File: src/rtl/cpu_pkg.sv
// Shared CPU definitions: datapath sizes and ALU opcode encoding used by the
// decode and execute stages.
package cpu_pkg;

    localparam int XLEN    = 32;
    localparam int RADDR_W = 5;
    localparam int SHAMT_W = 5;

    typedef enum logic [3:0] {
        ALU_ADD  = 4'd0,
        ALU_SUB  = 4'd1,
        ALU_SLL  = 4'd2,
        ALU_SLT  = 4'd3,
        ALU_SLTU = 4'd4,
        ALU_XOR  = 4'd5,
        ALU_SRL  = 4'd6,
        ALU_SRA  = 4'd7,
        ALU_OR   = 4'd8,
        ALU_AND  = 4'd9
    } alu_op_e;

    // True for the three shifter opcodes, whose operand B is only a shift amount
    function automatic logic is_shift_op(input logic [3:0] op);
        return (op == ALU_SLL) || (op == ALU_SRL) || (op == ALU_SRA);
    endfunction

endpackage

File: src/rtl/fwd_mux.sv
// Operand forwarding select for one source register. EX/MEM wins over
// MEM/WB, and x0 always reads the register file so it stays zero.
module fwd_mux
    import cpu_pkg::*;
#(
    parameter int XLEN    = cpu_pkg::XLEN,
    parameter int RADDR_W = cpu_pkg::RADDR_W
) (
    input  logic [RADDR_W-1:0] addr,
    input  logic [XLEN-1:0]    rf_data,
    input  logic               exmem_we,
    input  logic [RADDR_W-1:0] exmem_rd,
    input  logic [XLEN-1:0]    exmem_result,
    input  logic               memwb_we,
    input  logic [RADDR_W-1:0] memwb_rd,
    input  logic [XLEN-1:0]    memwb_result,
    output logic [XLEN-1:0]    data
);

    // Pick the youngest in-flight producer of this register, else the RF value
    always_comb begin
        data = rf_data;
        if (addr != '0) begin
            if (exmem_we && (exmem_rd == addr)) begin
                data = exmem_result;
            end else if (memwb_we && (memwb_rd == addr)) begin
                data = memwb_result;
            end
        end
    end

endmodule

File: src/rtl/id_ex_reg.sv
// ID/EX pipeline register: resolves forwarding and operand B selection at
// capture time, then presents registered operands to the execute stage.
// Supports stall (hold) and flush (bubble) with flush taking priority.
module id_ex_reg
    import cpu_pkg::*;
#(
    parameter int XLEN    = cpu_pkg::XLEN,
    parameter int RADDR_W = cpu_pkg::RADDR_W
) (
    input  logic               clk_i,
    input  logic               rst_i,
    input  logic               stall_i,
    input  logic               flush_i,
    input  logic               id_valid_i,
    input  logic [XLEN-1:0]    id_pc_i,
    input  logic [XLEN-1:0]    id_rs1_data_i,
    input  logic [XLEN-1:0]    id_rs2_data_i,
    input  logic [XLEN-1:0]    id_imm_i,
    input  logic [RADDR_W-1:0] id_rs1_addr_i,
    input  logic [RADDR_W-1:0] id_rs2_addr_i,
    input  logic [RADDR_W-1:0] id_rd_addr_i,
    input  logic [3:0]         id_alu_op_i,
    input  logic               id_src_b_imm_i,
    input  logic               id_reg_we_i,
    input  logic               exmem_we_i,
    input  logic [RADDR_W-1:0] exmem_rd_i,
    input  logic [XLEN-1:0]    exmem_result_i,
    input  logic               memwb_we_i,
    input  logic [RADDR_W-1:0] memwb_rd_i,
    input  logic [XLEN-1:0]    memwb_result_i,
    output logic               ex_valid_o,
    output logic [XLEN-1:0]    ex_pc_o,
    output logic [XLEN-1:0]    ex_a_o,
    output logic [XLEN-1:0]    ex_b_o,
    output logic [XLEN-1:0]    ex_store_data_o,
    output logic [RADDR_W-1:0] ex_rd_addr_o,
    output logic [3:0]         ex_alu_op_o,
    output logic               ex_reg_we_o
);

    logic [XLEN-1:0] fwd_a;
    logic [XLEN-1:0] fwd_b;
    logic [XLEN-1:0] b_raw;
    logic [XLEN-1:0] b_next;

    fwd_mux #(.XLEN(XLEN), .RADDR_W(RADDR_W)) u_fwd_rs1 (
        .addr         (id_rs1_addr_i),
        .rf_data      (id_rs1_data_i),
        .exmem_we     (exmem_we_i),
        .exmem_rd     (exmem_rd_i),
        .exmem_result (exmem_result_i),
        .memwb_we     (memwb_we_i),
        .memwb_rd     (memwb_rd_i),
        .memwb_result (memwb_result_i),
        .data         (fwd_a)
    );

    fwd_mux #(.XLEN(XLEN), .RADDR_W(RADDR_W)) u_fwd_rs2 (
        .addr         (id_rs2_addr_i),
        .rf_data      (id_rs2_data_i),
        .exmem_we     (exmem_we_i),
        .exmem_rd     (exmem_rd_i),
        .exmem_result (exmem_result_i),
        .memwb_we     (memwb_we_i),
        .memwb_rd     (memwb_rd_i),
        .memwb_result (memwb_result_i),
        .data         (fwd_b)
    );

    // Operand B: immediate or forwarded rs2, trimmed to a shift amount for shifts
    always_comb begin
        b_raw  = id_src_b_imm_i ? id_imm_i : fwd_b;
        b_next = b_raw;
        if (is_shift_op(id_alu_op_i)) begin
            b_next = {{(XLEN-SHAMT_W){1'b0}}, b_raw[SHAMT_W-1:0]};
        end
    end

    // Pipeline register with priority reset > flush > stall > load
    always_ff @(posedge clk_i or posedge rst_i) begin
        if (rst_i) begin
            ex_valid_o      <= 1'b0;
            ex_pc_o         <= '0;
            ex_a_o          <= '0;
            ex_b_o          <= '0;
            ex_store_data_o <= '0;
            ex_rd_addr_o    <= '0;
            ex_alu_op_o     <= ALU_ADD;
            ex_reg_we_o     <= 1'b0;
        end else if (flush_i) begin
            ex_valid_o      <= 1'b0;
            ex_pc_o         <= '0;
            ex_a_o          <= '0;
            ex_b_o          <= '0;
            ex_store_data_o <= '0;
            ex_rd_addr_o    <= '0;
            ex_alu_op_o     <= ALU_ADD;
            ex_reg_we_o     <= 1'b0;
        end else if (!stall_i) begin
            ex_valid_o      <= id_valid_i;
            ex_pc_o         <= id_pc_i;
            ex_a_o          <= fwd_a;
            ex_b_o          <= b_next;
            ex_store_data_o <= fwd_b;
            ex_rd_addr_o    <= id_rd_addr_i;
            ex_alu_op_o     <= id_alu_op_i;
            ex_reg_we_o     <= id_reg_we_i & id_valid_i;
        end
    end

endmodule

File: config.mk
export PLATFORM = sky130hd
export DESIGN_NAME = id_ex_reg
export DESIGN_NICKNAME = d
export VERILOG_FILES = /design/src/rtl/cpu_pkg.sv /design/src/rtl/fwd_mux.sv /design/src/rtl/id_ex_reg.sv
export SDC_FILE = /design/constraint.sdc
export NUM_CORES = 1
export LEC_CHECK = 0
export CAP_MARGIN = 5
export CORE_AREA = 2 2 143 145
export CTS_BUF_LIST = sky130_fd_sc_hd__clkbuf_8
export CTS_CLUSTER_SIZE = 20
export DETAILED_ROUTE_END_ITERATION = 10
export DIE_AREA = 0 0 145 147
export PLACE_DENSITY = 0.76
export SETUP_SLACK_MARGIN = 0.05
export SYNTH_ARGS = -nofsm -noshare
export SYNTH_HDL_FRONTEND = slang
export SYNTH_HIERARCHICAL = 1
export SYNTH_SLANG_ARGS = --single-unit
File: constraint.sdc
create_clock -name clk_i -period 9.06 [get_ports clk_i]
set_clock_uncertainty 0.05 [all_clocks]
set_input_delay 1.812 -clock clk_i [delete_from_list [all_inputs] [get_ports clk_i]]
set_output_delay 1.812 -clock clk_i [all_outputs]
set_load 0.1 [all_outputs]
### Yosys cells after proc, flatten, opt, wreduce, memory -nomap -nowiden

Index checks and enable logic that the tools add are counted.

| storage, ports and cells | value |
|---|---|
| register bits after elaboration | 139 |
| latch bits | 0 |
| memory bits (writable) | 0 |
| bits in read-only memories | 0 |
| bits of input ports | 230 |
| output and inout port bits | 139 |
| memories | 0 |

| operators by class | value |
|---|---|
| add/subtract/negate cells | 0 |
| multipliers | 0 |
| divide/modulo/power cells | 0 |
| order comparisons | 0 |
| equality and inequality tests | 8 |
| shift-type cells | 0 |
| mux-type cells | 24 |
| bitwise operators | 1 |
| reduce and logical (&&, ||, !) cells | 8 |

Operator list:

| cell | count |
|---|---|
| 32-bit two-way mux | 16 |
| 5-bit equality test | 4 |
| 5-bit two-way mux | 2 |
| 5-bit nonzero test | 2 |
| 4-bit by 3-bit equality test with 1-bit output, second input constant | 2 |
| 4-bit two-way mux | 2 |
| 4-bit by 2-bit equality test with 1-bit output, second input constant | 1 |
| 1-bit logical AND | 4 |
| 1-bit two-way mux | 4 |
| 1-bit logical OR | 2 |
| 2-bit by 1-bit != test with 1-bit output, second input constant | 1 |
| 1-bit bitwise AND | 1 |

### Longest topological paths before layout

Gate-level depths: netlist (run 1).

| depth | value |
|---|---|
| depth in word-level cells | 9 |
| depth in mapped cells | 10 |
| gate-level depth less buffers | 8 |

### Cells and area by module

Netlist (run 1), hierarchy kept.

Modules (own cells, without submodules):

| module | times used | cells an instance | area each (um2) | seq. area each (um2) |
|---|---|---|---|---|
| id_ex_reg | 1 | 490 | 5910.7 | 3478.3 |
| fwd_mux | 2 | 98 | 922.1 | 0.0 |

### Least setup slack after synthesis (run 1)

OpenSTA, ideal clock, no wires.

| timing path | value |
|---|---|
| path kind | input -> register |
| start | in id_rs2_addr_i[1] |
| end | reg ex_b_o[4] |
| data arrival time | 3412 ps |
| path slack | 5467 ps |
| stages on the path | 10 |
| cell sequence | xnor2_1 > nand4_1 > or3_1 > buf_6 > clkbuf_1 > o22ai_1 > a2bb2oi_2 > mux2_2 > mux2i_1 > nor2_1 |

| between the ends | value |
|---|---|
| word-level cells in the longest chain between the ends | 9 |
| elaborated cells between the ends (all ways) | 12 |

Ends and longest elaborated chain:

| element | line | source |
|---|---|---|
| from (decl) | id_ex_reg.sv:20 | `input logic [RADDR_W-1:0] id_rs2_addr_i,` |
| 5-bit equality test | fwd_mux.sv:26 | `end else if (memwb_we && (memwb_rd == addr)) begin` |
| 1-bit logical AND | fwd_mux.sv:26 |  |
| 32-bit two-way mux | fwd_mux.sv:26 |  |
| 32-bit two-way mux | fwd_mux.sv:24 | `if (exmem_we && (exmem_rd == addr)) begin` |
| 32-bit two-way mux (*) | fwd_mux.sv:23 | `if (addr != '0) begin` |
| net fwd_b[4] | id_ex_reg.sv:42 | `logic [XLEN-1:0] fwd_b;` |
| 32-bit two-way mux (*) | id_ex_reg.sv:72 | `b_raw = id_src_b_imm_i ? id_imm_i : fwd_b;` |
| 32-bit two-way mux (*) | id_ex_reg.sv:74 | `if (is_shift_op(id_alu_op_i)) begin` |
| 32-bit two-way mux (*) | id_ex_reg.sv:99 | `end else if (!stall_i) begin` |
| 32-bit two-way mux (*) | id_ex_reg.sv:90 | `end else if (flush_i) begin` |
| to (signal assigned) | id_ex_reg.sv:103 | `ex_b_o <= b_next;` |
| to (decl) | id_ex_reg.sv:34 | `output logic [XLEN-1:0] ex_b_o,` |

The timed path passes the listed nets; every way through them passes the cells marked *. The select of a mux whose other input is x is not followed.
A chain may end at the register's enable or synchronous reset.

### Worst setup path after layout (run 1)

| timing path | value |
|---|---|
| start | in id_rs1_addr_i[1] |
| end | reg ex_a_o[16] |

| between the ends | value |
|---|---|
| word-level cells in the longest chain between the ends | 7 |
| elaborated cells between the ends (all ways) | 10 |

Ends and longest elaborated chain:

| element | line | source |
|---|---|---|
| from (decl) | id_ex_reg.sv:19 | `input logic [RADDR_W-1:0] id_rs1_addr_i,` |
| 5-bit equality test | fwd_mux.sv:26 |  |
| 1-bit logical AND | fwd_mux.sv:26 |  |
| 32-bit two-way mux | fwd_mux.sv:26 |  |
| 32-bit two-way mux | fwd_mux.sv:24 |  |
| 32-bit two-way mux (*) | fwd_mux.sv:23 |  |
| net fwd_a[16] | id_ex_reg.sv:41 | `logic [XLEN-1:0] fwd_a;` |
| 32-bit two-way mux (*) | id_ex_reg.sv:99 |  |
| 32-bit two-way mux (*) | id_ex_reg.sv:90 |  |
| to (signal assigned) | id_ex_reg.sv:102 | `ex_a_o <= fwd_a;` |
| to (decl) | id_ex_reg.sv:33 | `output logic [XLEN-1:0] ex_a_o,` |

Marked as above.

==> summary.md, run 1 <==
| Metric | Value |
|---|---|
| Number of max-cap violations | `0` |
| CTS tree | `yes` |
| WL/cell | `about 21 um` |
| P per Cell Area | `160 nW/um^2` |
| FF-to-FF path depth | `2` |
| CTS sink count | `between 100 and 150` |
| Fin crit period | `approximately 4.4 ns` |
| Share of the synthesized area in the top cell type | `between 40% and 50%` |
| Leakage | `~5.2 nW` |
| Hold Path Origin | `ex_b_o[5]` |
| Core Box Area | `19800 sq um` |
| Port bufs | `roughly 370` |
| Starting DRT DRC Count | `355` |
| Max VDD drop | `0.0000839 V` |
| CTS Buf Count | `17` |
| Worst Tran Pin Value | `1.13 ns` |
| Layout fillers | `about 1700` |
| Share of cells above drive strength 1 | `13.7%` |
| Critical path peak fanout | `33` |
| Hold endpoint | `ex_b_o[5]` |
| Ranking of synthesized cells by area | `dfrtp_1 45%, mux2i_1 18%, a2bb2oi_2 12%` |
| Worst skew pair latency | `roughly 0.44 ns` |
| Die Width | `between 100 and 150 um` |
| Highest clock rate | `0.227 GHz` |
| First-pass GRT wire length | `~42 mm` |
| Crit. End Element | `flop` |
| Ys Warns | `6` |
| Crit start category | `input pin` |
| Die Y | `around 150 um` |
| Commonest cells post-synth | `139 x dfrtp_1, 137 x mux2i_1, 114 x nor2_1, 64 x o22ai_1, 60 x a2bb2oi_2` |
| Die ar. | `about 21000 sq um` |
| # DRC | `0` |
| Std-Cell Rows | `52` |
| Synth Flop Type | `dfrtp_1` |
| Most frequent cell after synthesis | `dfrtp_1` |
| Vias/cell | `5.28` |
| Pre-CTS setup slack | `approximately 4.2 ns` |
| Gpl congestion | `about 0.84` |
| Critical R2R Launch | `ex_a_o[20]` |
| R2R Path End | `ex_a_o[20]` |
| Syn_area_per_cell | `11.3 sq um` |
| Antenna cells | `0` |
| Final WS setup | `between 4 and 5 ns` |
| Maximum clock insertion buffer count | `2` |
| Synth-to-layout area growth | `54.1%` |
| Finished Layout Cells | `1305` |
| Final Hold Viols | `0` |
| Post-CTS setup buffer count | `0` |
| Cts hold-fix bufs | `0` |
| DP HPWL | `19.5 mm` |
| Clock H-tree levels | `4` |
| Final Instance Area | `between 10000 and 15000 sq um` |
| Seq/Total Area, Yosys | `between 40% and 50%` |
| Ports | `about 370` |
| Vias in the first global route | `~7000` |
| Resize count post-CTS | `0` |
| Placed Cells | `between 1000 and 1500` |
| FF-to-FF setup slack | `around 8.2 ns` |
| Final Net Count | `between 1000 and 1500` |
| Reg clk slew, reported paths | `about 0.09 ns` |
| Post-DP Area | `11500 sq um` |
| Syn Nets | `916` |
| Cell Area, Synth | `7750 sq um` |
| Remaining Overflow, GRT | `0` |
| Antenna violations before repair | `0` |
| Worst rel slew slack | `approximately 24%` |
| Period utilisation layout | `between 40% and 50%` |
| Root buffer cell | `clkbuf_8` |
| Max Slew Vio Count | `0` |
| Critical path type | `in -> reg` |
| Post-Synthesis Cells | `approximately 690` |
| Routed WL | `27.3 mm` |
| Flops & latches, synth | `139` |
| Req. time, crit path | `~9.4 ns` |
| Vias | `a little under 7000` |
| Final setup violation count | `0` |
| Worst Hold Class | `reg -> reg` |
| Total power | `around 0.0019 W` |
| Initial Util | `39.1%` |
| ANT nets after route | `0` |
| EDFF count, synth | `0` |
| WP data arrival | `approximately 4.7 ns` |
| Total GRT Usage | `25.4%` |
| Worst hold path depth | `2` |
| Unrepaired setup endpoints after global routing | `false` |
| TritonRoute pass-1 iters | `5` |
| Setup TNS | `0 ns` |
| Largest area contributor in the netlist | `dfrtp_1` |
| Largest net degree at the start of global routing | `78` |
| Async SR Flop Fraction | `100%` |
| Synth unique cells | `32` |
| Status | `complete, no violations` |
-- critical path, cell delays in order --
cell             delay, ns
clkdlybuf4s50_1       0.55
xnor2_1               0.14
nand4_1               0.18
or3_1                 0.34
buf_4                 0.28
a21boi_4              0.55
buf_4                 0.50
a2bb2oi_2             0.16
mux2i_1               0.08
nor2_1                0.13
-- placed cells by master (no fill, tap or decap), types with 2 or more instances in the layout --
master / instances
a2bb2oi_1: 2
xor2_1: 10
nand2_1: 29
clkdlybuf4s50_1: 365
a21boi_4: 2
a2bb2oi_2: 60
buf_4: 11
nor3_1: 2
dfrtp_1: 139
o21ai_0: 7
o311ai_4: 2
bufinv_16: 3
inv_1: 3
xnor2_1: 10
inv_6: 6
nor4_2: 2
nor2_1: 114
o2bb2a_1: 2
o22ai_1: 64
mux2_2: 5
clkbuf_8: 18
nand2_2: 2
and2_0: 2
mux2i_1: 137
or3_1: 2
nand4_1: 2
o21ai_2: 20
clkinvlp_4: 3
-- registers in the layout (all words and copies together), names as in the netlist --
register / count
ex_a_o: 32
ex_b_o: 32
ex_pc_o: 32
ex_store_data_o: 32
ex_rd_addr_o: 5
ex_alu_op_o: 4
ex_reg_we_o: 1
ex_valid_o: 1
-- through the flow --
stage	util, %	hold WS [ns]
CTS	60.2	0.435
global placement	58.0	0.410
global route	60.2	0.467
floorplan	-	0.918
finish	60.2	0.433
detailed placement	58.0	0.416
-- worst max-delay path by stage --
stage                           startpoint         end  slack [ns]  cells past startpoint
after floorplan                      rst_i   ex_a_o[0]        3.47                      1
after global placement    id_rs2_addr_i[2]  ex_b_o[31]        4.11                      8
after detailed placement  id_rs2_addr_i[1]  ex_b_o[31]        4.16                      8
after CTS                 id_rs2_addr_i[1]  ex_b_o[31]        4.64                      8
after global routing      id_rs2_addr_i[0]  ex_b_o[31]        4.48                      8
final                     id_rs1_addr_i[1]  ex_a_o[16]        4.65                     10
-- cell type report --
type	instances	area [sq um]	area share [%]
inverter	4	20.0	0.168
tap	270	338	2.83
sequential	139	3480	29.1
clock inverter	14	181	1.52
multi-input combinational	482	3930	32.9
timing repair buffer	378	3750	31.4
clock buffer	18	248	2.07
-- metal layers --
metal | vias to the layer above | GRT usage (%) | share of wire [%]
li1 | 3160 | - | -
met4 | 0 | 9.06 | 2.8
met3 | 49 | 6.55 | 7.5
met1 | 3361 | 30.9 | 40
met2 | 324 | 43.7 | 50
met5 | - | 0 | 0
-- cells by family (layout without fill, tap and decap cells) --
family	count (synthesis)	after routing	share of synthesized area, %
buffers and inverters	65	414	4.89
flip-flops	139	139	44.9
multiplexers	142	142	18.4
AND/OR/NAND/NOR	158	158	8.29
XOR/XNOR	20	20	2.26
AO/OA/AOI/OAI	162	162	21.3
-- report_power, final --
group / total [W] / internal, W / switching [W]
Combinational: 0.000676 / 0.000233 / 0.000443
Clock: 0.000554 / 0.000286 / 0.000268
Sequential: 0.000680 / 0.000658 / 0.0000222
Power figures use the tool's default switching activity.
==> run 2, diff against run 1 <==
--- a/config.mk
+++ b/config.mk
@@ -6,12 +6,12 @@
 export NUM_CORES = 1
 export LEC_CHECK = 0
 export CAP_MARGIN = 5
-export CORE_AREA = 2 2 143 145
+export CORE_MARGIN = 1
+export CORE_UTILIZATION = 39
 export CTS_BUF_LIST = sky130_fd_sc_hd__clkbuf_8
 export CTS_CLUSTER_SIZE = 20
 export DETAILED_ROUTE_END_ITERATION = 10
-export DIE_AREA = 0 0 145 147
-export PLACE_DENSITY = 0.76
+export PLACE_DENSITY = 0.78
 export SETUP_SLACK_MARGIN = 0.05
 export SYNTH_ARGS = -nofsm -noshare
 export SYNTH_HDL_FRONTEND = slang
==> constraint.sdc (replaced) <==
create_clock -name clk_i -period 3.9 [get_ports clk_i]
set_clock_uncertainty 0.05 [all_clocks]
set_input_delay 0.78 -clock clk_i [delete_from_list [all_inputs] [get_ports clk_i]]
set_output_delay 0.78 -clock clk_i [all_outputs]
set_load 0.1 [all_outputs]
==> summary.md, run 2 (same netlist as run 1, synthesis figures left out) <==
| Metric | Value |
|---|---|
| CTS sink count | `about 140` |
| Fin crit period | `between 3 and 4 ns` |
| Root buffer cell | `clkbuf_8` |
| Die ar. | `slightly above 20000 sq um` |
| Unrepaired setup endpoints after global routing | `false` |
| Slowest-stage cell, CP | `o311ai_4` |
| Setup TNS | `0 ns` |
| Pre-CTS setup slack | `just over 0.4 ns` |
| Vias/cell | `5.23` |
| Psw | `around 0.0017 W` |
| Initial Util | `39.8%` |
| Starting DRT DRC Count | `358` |
| Clock share of power | `between 20 and 30%` |
| Gpl congestion | `0.844` |
| Maximum clock insertion buffer count | `2` |
| Port bufs | `between 300 and 400` |
| ANT nets after route | `0` |
| Grt met2 use | `about 44%` |
| Combinational share of power | `a little over a third` |
| Crit path buf inv count | `2` |
| Final Instance Area | `roughly 12000 sq um` |
| Max Slew Vio Count | `0` |
| Worst Tran Pin Value | `1.06 ns` |
| Leakage | `between 5 and 6 nW` |
| Final Net Count | `1259` |
| Core Box Area | `19500 sq um` |
| Clock H-tree levels | `4` |
| TritonRoute pass-1 iters | `5` |
| P per Cell Area | `360 nW/um^2` |
| Worst rel slew slack | `29.1%` |
| Status | `complete, no violations` |
| # DRC | `0` |
| Busiest layer in global routing | `met2` |
| Antenna cells | `0` |
| Die Y | `around 140 um` |
| Commonest non-fill, non-tap cells in the layout | `364 x clkdlybuf4s50_1, 139 x dfrtp_1, 137 x mux2i_1` |
| Period utilisation layout | `around three quarters` |
| Placed Cells | `~1300` |
| Std-Cell Rows | `just over 50` |
| Largest net degree at the start of global routing | `a little under 70` |
| Max VDD drop | `around 0.00022 V` |
| Die Width | `approximately 140 um` |
| Resize count post-CTS | `0` |
| Critical path type | `in -> reg` |
| Synth-to-layout area growth | `54.7%` |
| Highest clock rate | `around 0.33 GHz` |
| Worst Hold Class | `reg -> reg` |
| WP data arrival | `about 3.3 ns` |
| Reg power frac | `36.7%` |
| Crit path largest cell delay | `between 0.6 and 0.7 ns` |
| Final WS setup | `around 0.90 ns` |
| Final setup violation count | `0` |
| Crit start category | `input pin` |
| CTS tree | `yes` |
| Share of cells above drive strength 1 | `between 10 and 15%` |
| Vias in the first global route | `just over 7000` |
| CTS Buf Count | `17` |
| Remaining Overflow, GRT | `0` |
| Req. time, crit path | `~4.2 ns` |
| Cell Int Power | `around 0.0026 W` |
| Antenna violations before repair | `0` |
| First-pass GRT wire length | `between 40 and 50 mm` |
| Final Hold Viols | `0` |
| Total power | `approximately 0.0043 W` |
| Post-DP Area | `around 12000 sq um` |
| Met1 Resource Use GR | `between 30 and 40%` |
| Total GRT Usage | `between 20% and 30%` |
| Ports | `between 300 and 400` |
| WL/cell | `a little over 20 um` |
| Layout fillers | `~1600` |
| Switching part of the total | `39.5%` |
| Number of max-cap violations | `0` |
| Critical path peak fanout | `21` |
| Worst skew pair latency | `approximately 0.44 ns` |
| GR Util met3 | `7.78%` |
| Cts hold-fix bufs | `0` |
| Register area | `3480 sq um` |
| Finished Layout Cells | `between 1000 and 1500` |
| FF-to-FF setup slack | `3.07 ns` |
| Cell Chain, Critical Path | `clkdlybuf4s50_1 > xnor2_1 > nand4_1 > o311ai_4 > buf_12 > o22ai_1 > a2bb2oi_1 > mux2i_1 > o21ai_0` |
| Crit. End Element | `flop` |
| Routed WL | `26.7 mm` |
| Critical path's top delay family | `compound AO/OA/AOI/OAI gates` |
| Reg clk slew, reported paths | `0.07 ns` |
| Footprint of the multi-input gates | `3930 sq um` |
| DP HPWL | `~20 mm` |
| Post-CTS setup buffer count | `0` |
| Vias | `between 6000 and 7000` |
| Leading cell type in the layout, fill and taps excluded | `clkdlybuf4s50_1` |
==> run 2: cell types whose count changed in the layout (fill, tap and decap cells not counted), sizes merged <==
cell,change
inv,-1
clkinvlp,+1
buf,+8
clkdlybuf4s50,-1
clkinv,+2
bufinv,-2
==> run 2: through the flow <==
step                util, %  hold WS (ns)
floorplan                 -         0.883
global placement       59.7         0.410
detailed placement     59.7         0.416
CTS                    61.7         0.436
global route           61.7         0.456
finish                 61.7         0.431
==> run 2: power by group through the flow <==
stage	clock network [W]	registers, W	logic, W
global route	0.00126	0.00159	0.00164
floorplan	0	0.00226	0.000376
CTS	0.00119	0.00158	0.00159
detailed placement	0	0.00161	0.00158
finish	0.00116	0.00158	0.00158
global placement	0	0.00161	0.00157
==> run 2: layout make-up <==
| cell class | count | share of cell area, % |
|---|---|---|
| clock inverters | 14 | 1.11 |
| clock buffers | 18 | 2.06 |
| multi-input cells | 482 | 32.7 |
| well taps | 265 | 2.76 |
| repair buffers | 385 | 32.2 |
| inverters | 4 | 0.156 |
| flip-flops and latches | 139 | 29.0 |
==> run 2: tightest hold or removal path, delay by kind of cell, from the launching register on <==
family,cells,cell delay [ns]
compound gates,1,0.05
flops,1,0.34
simple gates,1,0.06
==> run 2: path summary, 6_finish.rpt <==
| check | startpoint | end | cells past startpoint |
|---|---|---|---|
| min in group asynchronous | rst_i | ex_rd_addr_o[3] | 2 |
| max reg2reg | ex_reg_we_o | ex_reg_we_o | 2 |
| max in group asynchronous | rst_i | ex_b_o[23] | 3 |
| min reg2reg | ex_b_o[6] | ex_b_o[6] | 2 |
| min | ex_b_o[6] | ex_b_o[6] | 2 |
| max | id_rs2_addr_i[1] | ex_b_o[31] | 9 |
==> run 2: metal layers <==
metal	share of wire, %	vias to the layer above
met1	39	3271
li1	-	3173
met3	8.5	51
met4	2.9	0
met5	0	-
met2	49	342
==> run 3, diff against run 2 <==
==> constraint.sdc (replaced) <==
create_clock -name clk_i -period 2.7 [get_ports clk_i]
set_clock_uncertainty 0.05 [all_clocks]
set_input_delay 0.54 -clock clk_i [delete_from_list [all_inputs] [get_ports clk_i]]
set_output_delay 0.54 -clock clk_i [all_outputs]
set_load 0.1 [all_outputs]
==> summary.md, run 3 (same netlist as run 1, synthesis figures left out) <==
| Metric | Value |
|---|---|
| Routed WL | `around 28 mm` |
| Commonest non-fill, non-tap cells in the layout | `226 x clkdlybuf4s50_1, 179 x buf_4, 139 x dfrtp_1` |
| Initial Util | `about 40%` |
| TritonRoute pass-1 iters | `5` |
| Cts hold-fix bufs | `0` |
| Hold Path Origin | `stall_i` |
| Std-Cell Rows | `51` |
| CTS Buf Count | `17` |
| ANT nets after route | `0` |
| Die ar. | `between 20000 and 25000 sq um` |
| Cell Int Power | `0.00403 W` |
| Unrepaired setup endpoints after global routing | `false` |
| Layout fillers | `approximately 1600` |
| Core Box Area | `between 15000 and 20000 sq um` |
| Reg clk slew, reported paths | `0.08 ns` |
| Worst Hold Class | `in -> reg` |
| Post-CTS setup buffer count | `0` |
| Ports | `369` |
| Share of cells above drive strength 1 | `just under 30%` |
| DP HPWL | `20.2 mm` |
| Worst Tran Pin Value | `0.975 ns` |
| CTS tree | `yes` |
| Die Width | `approximately 140 um` |
| R2R Path End | `ex_store_data_o[23]` |
| Die Y | `~140 um` |
| Starting DRT DRC Count | `just under 400` |
| First-pass GRT wire length | `slightly above 40 mm` |
| Switching part of the total | `between 30% and 40%` |
| P per Cell Area | `537 nW/um^2` |
| FF-to-FF setup slack | `1.88 ns` |
| Critical path type | `in -> reg` |
| FF-to-FF path depth | `2` |
| Crit start category | `input pin` |
| CTS sink count | `approximately 140` |
| Combinational share of power | `35.2%` |
| Max Slew Vio Count | `0` |
| WP data arrival | `between 2 and 3 ns` |
| Maximum clock insertion buffer count | `2` |
| Psw | `between 0.002 and 0.0025 W` |
| Resize count post-CTS | `0` |
| Final Net Count | `1294` |
| Status | `complete, no violations` |
| Vias | `7102` |
| Req. time, crit path | `approximately 3.0 ns` |
| Max VDD drop | `0.000354 V` |
| Reg power frac | `a little over a third` |
| Worst skew pair latency | `between 0.4 and 0.5 ns` |
| Total GRT Usage | `26.7%` |
| # DRC | `0` |
| Vias/cell | `around 5.3` |
| Vias in the first global route | `7206` |
| Synth-to-layout area growth | `55.8%` |
| Final Hold Viols | `0` |
| Port bufs | `between 300 and 400` |
| Root buffer cell | `clkbuf_8` |
| Worst rel slew slack | `a little over a third` |
| Remaining Overflow, GRT | `0` |
| Finished Layout Cells | `between 1000 and 1500` |
| Hold slack | `0.349 ns` |
| Fin crit period | `2.57 ns` |
| Largest net degree at the start of global routing | `roughly 100` |
| Crit. End Element | `flop` |
| Placed Cells | `1310` |
| Total power | `about 0.0065 W` |
| Number of max-cap violations | `0` |
| Worst hold path depth | `3` |
| Gpl congestion | `0.839` |
| Antenna violations before repair | `0` |
| Hold endpoint | `ex_a_o[31]` |
| Clock share of power | `between 20% and 30%` |
| Final setup violation count | `0` |
| Clock H-tree levels | `4` |
| Critical R2R Launch | `ex_store_data_o[23]` |
| Antenna cells | `0` |
| Leakage | `approximately 5.7 nW` |
| Leading cell type in the layout, fill and taps excluded | `clkdlybuf4s50_1` |
| WL/cell | `about 21 um` |
| Period utilisation layout | `between 90% and 100%` |
| Highest clock rate | `a little under 0.4 GHz` |
| Critical path peak fanout | `12` |
run 3: worst max path at each step:
stage	start	slack, ns	endpoint
3_5_place_dp	id_rs2_addr_i[4]	-0.26	ex_b_o[2]
6_report	id_rs2_addr_i[2]	0.13	ex_b_o[2]
2_1_floorplan	rst_i	0.37	ex_a_o[0]
3_3_place_gp	id_rs2_addr_i[4]	-0.19	ex_b_o[23]
5_1_grt	id_rs2_addr_i[2]	0.06	ex_b_o[2]
4_1_cts	id_rs2_addr_i[2]	0.19	ex_b_o[2]
run 3: area by class of cell:
type                            instances  area (sq um)  share of cell area (%)
Multi-Input combinational cell        482          3930                    32.5
Timing Repair Buffer                  420          3880                    32.1
Sequential cell                       139          3480                    28.8
Tap cell                              265           332                    2.74
Clock buffer                           18           248                    2.05
Clock inverter                         14           195                    1.62
Inverter                                4          18.8                   0.155
run 3: critical path, stage by stage:
cell             delay, ns
clkdlybuf4s50_1       0.54
xnor2_1               0.15
nand4_1               0.14
or3_1                 0.46
buf_12                0.20
o22ai_1               0.23
a2bb2oi_2             0.11
mux2_2                0.27
mux2i_1               0.12
nor2_1                0.06
run 3: stage by stage:
step	TNS (ns)	setup WS, ns	utilization [%]	area (sq um)
2_1_floorplan	0	0.375	-	7760
4_1_cts	0	0.192	62.1	12100
3_3_place_gp	-10.39	-0.194	59.8	11600
5_1_grt	0	0.0576	62.1	12100
3_5_place_dp	-15.14	-0.261	59.8	11600
6_report	0	0.134	62.1	12100
run 3: layer usage:
layer | share of wire [%] | wire length, um | global-route usage [%] | vias to the layer above
met1 | 39 | 10700 | 31.3 | 3440
met5 | 0 | 0 | 0 | -
met4 | 3.7 | 1020 | 12.6 | 0
met3 | 7.8 | 2150 | 7.08 | 64
met2 | 50 | 13800 | 45.3 | 349
li1 | - | - | - | 3249
run 3: power groups by stage:
stage	Clock [W]	Combinational, W	Sequential, W
after floorplan	0	0.000543	0.00327
after global placement	0	0.00227	0.00232
after detailed placement	0	0.00229	0.00233
after CTS	0.00196	0.00229	0.00229
after global routing	0.00203	0.00237	0.00230
final	0.00192	0.00228	0.00229
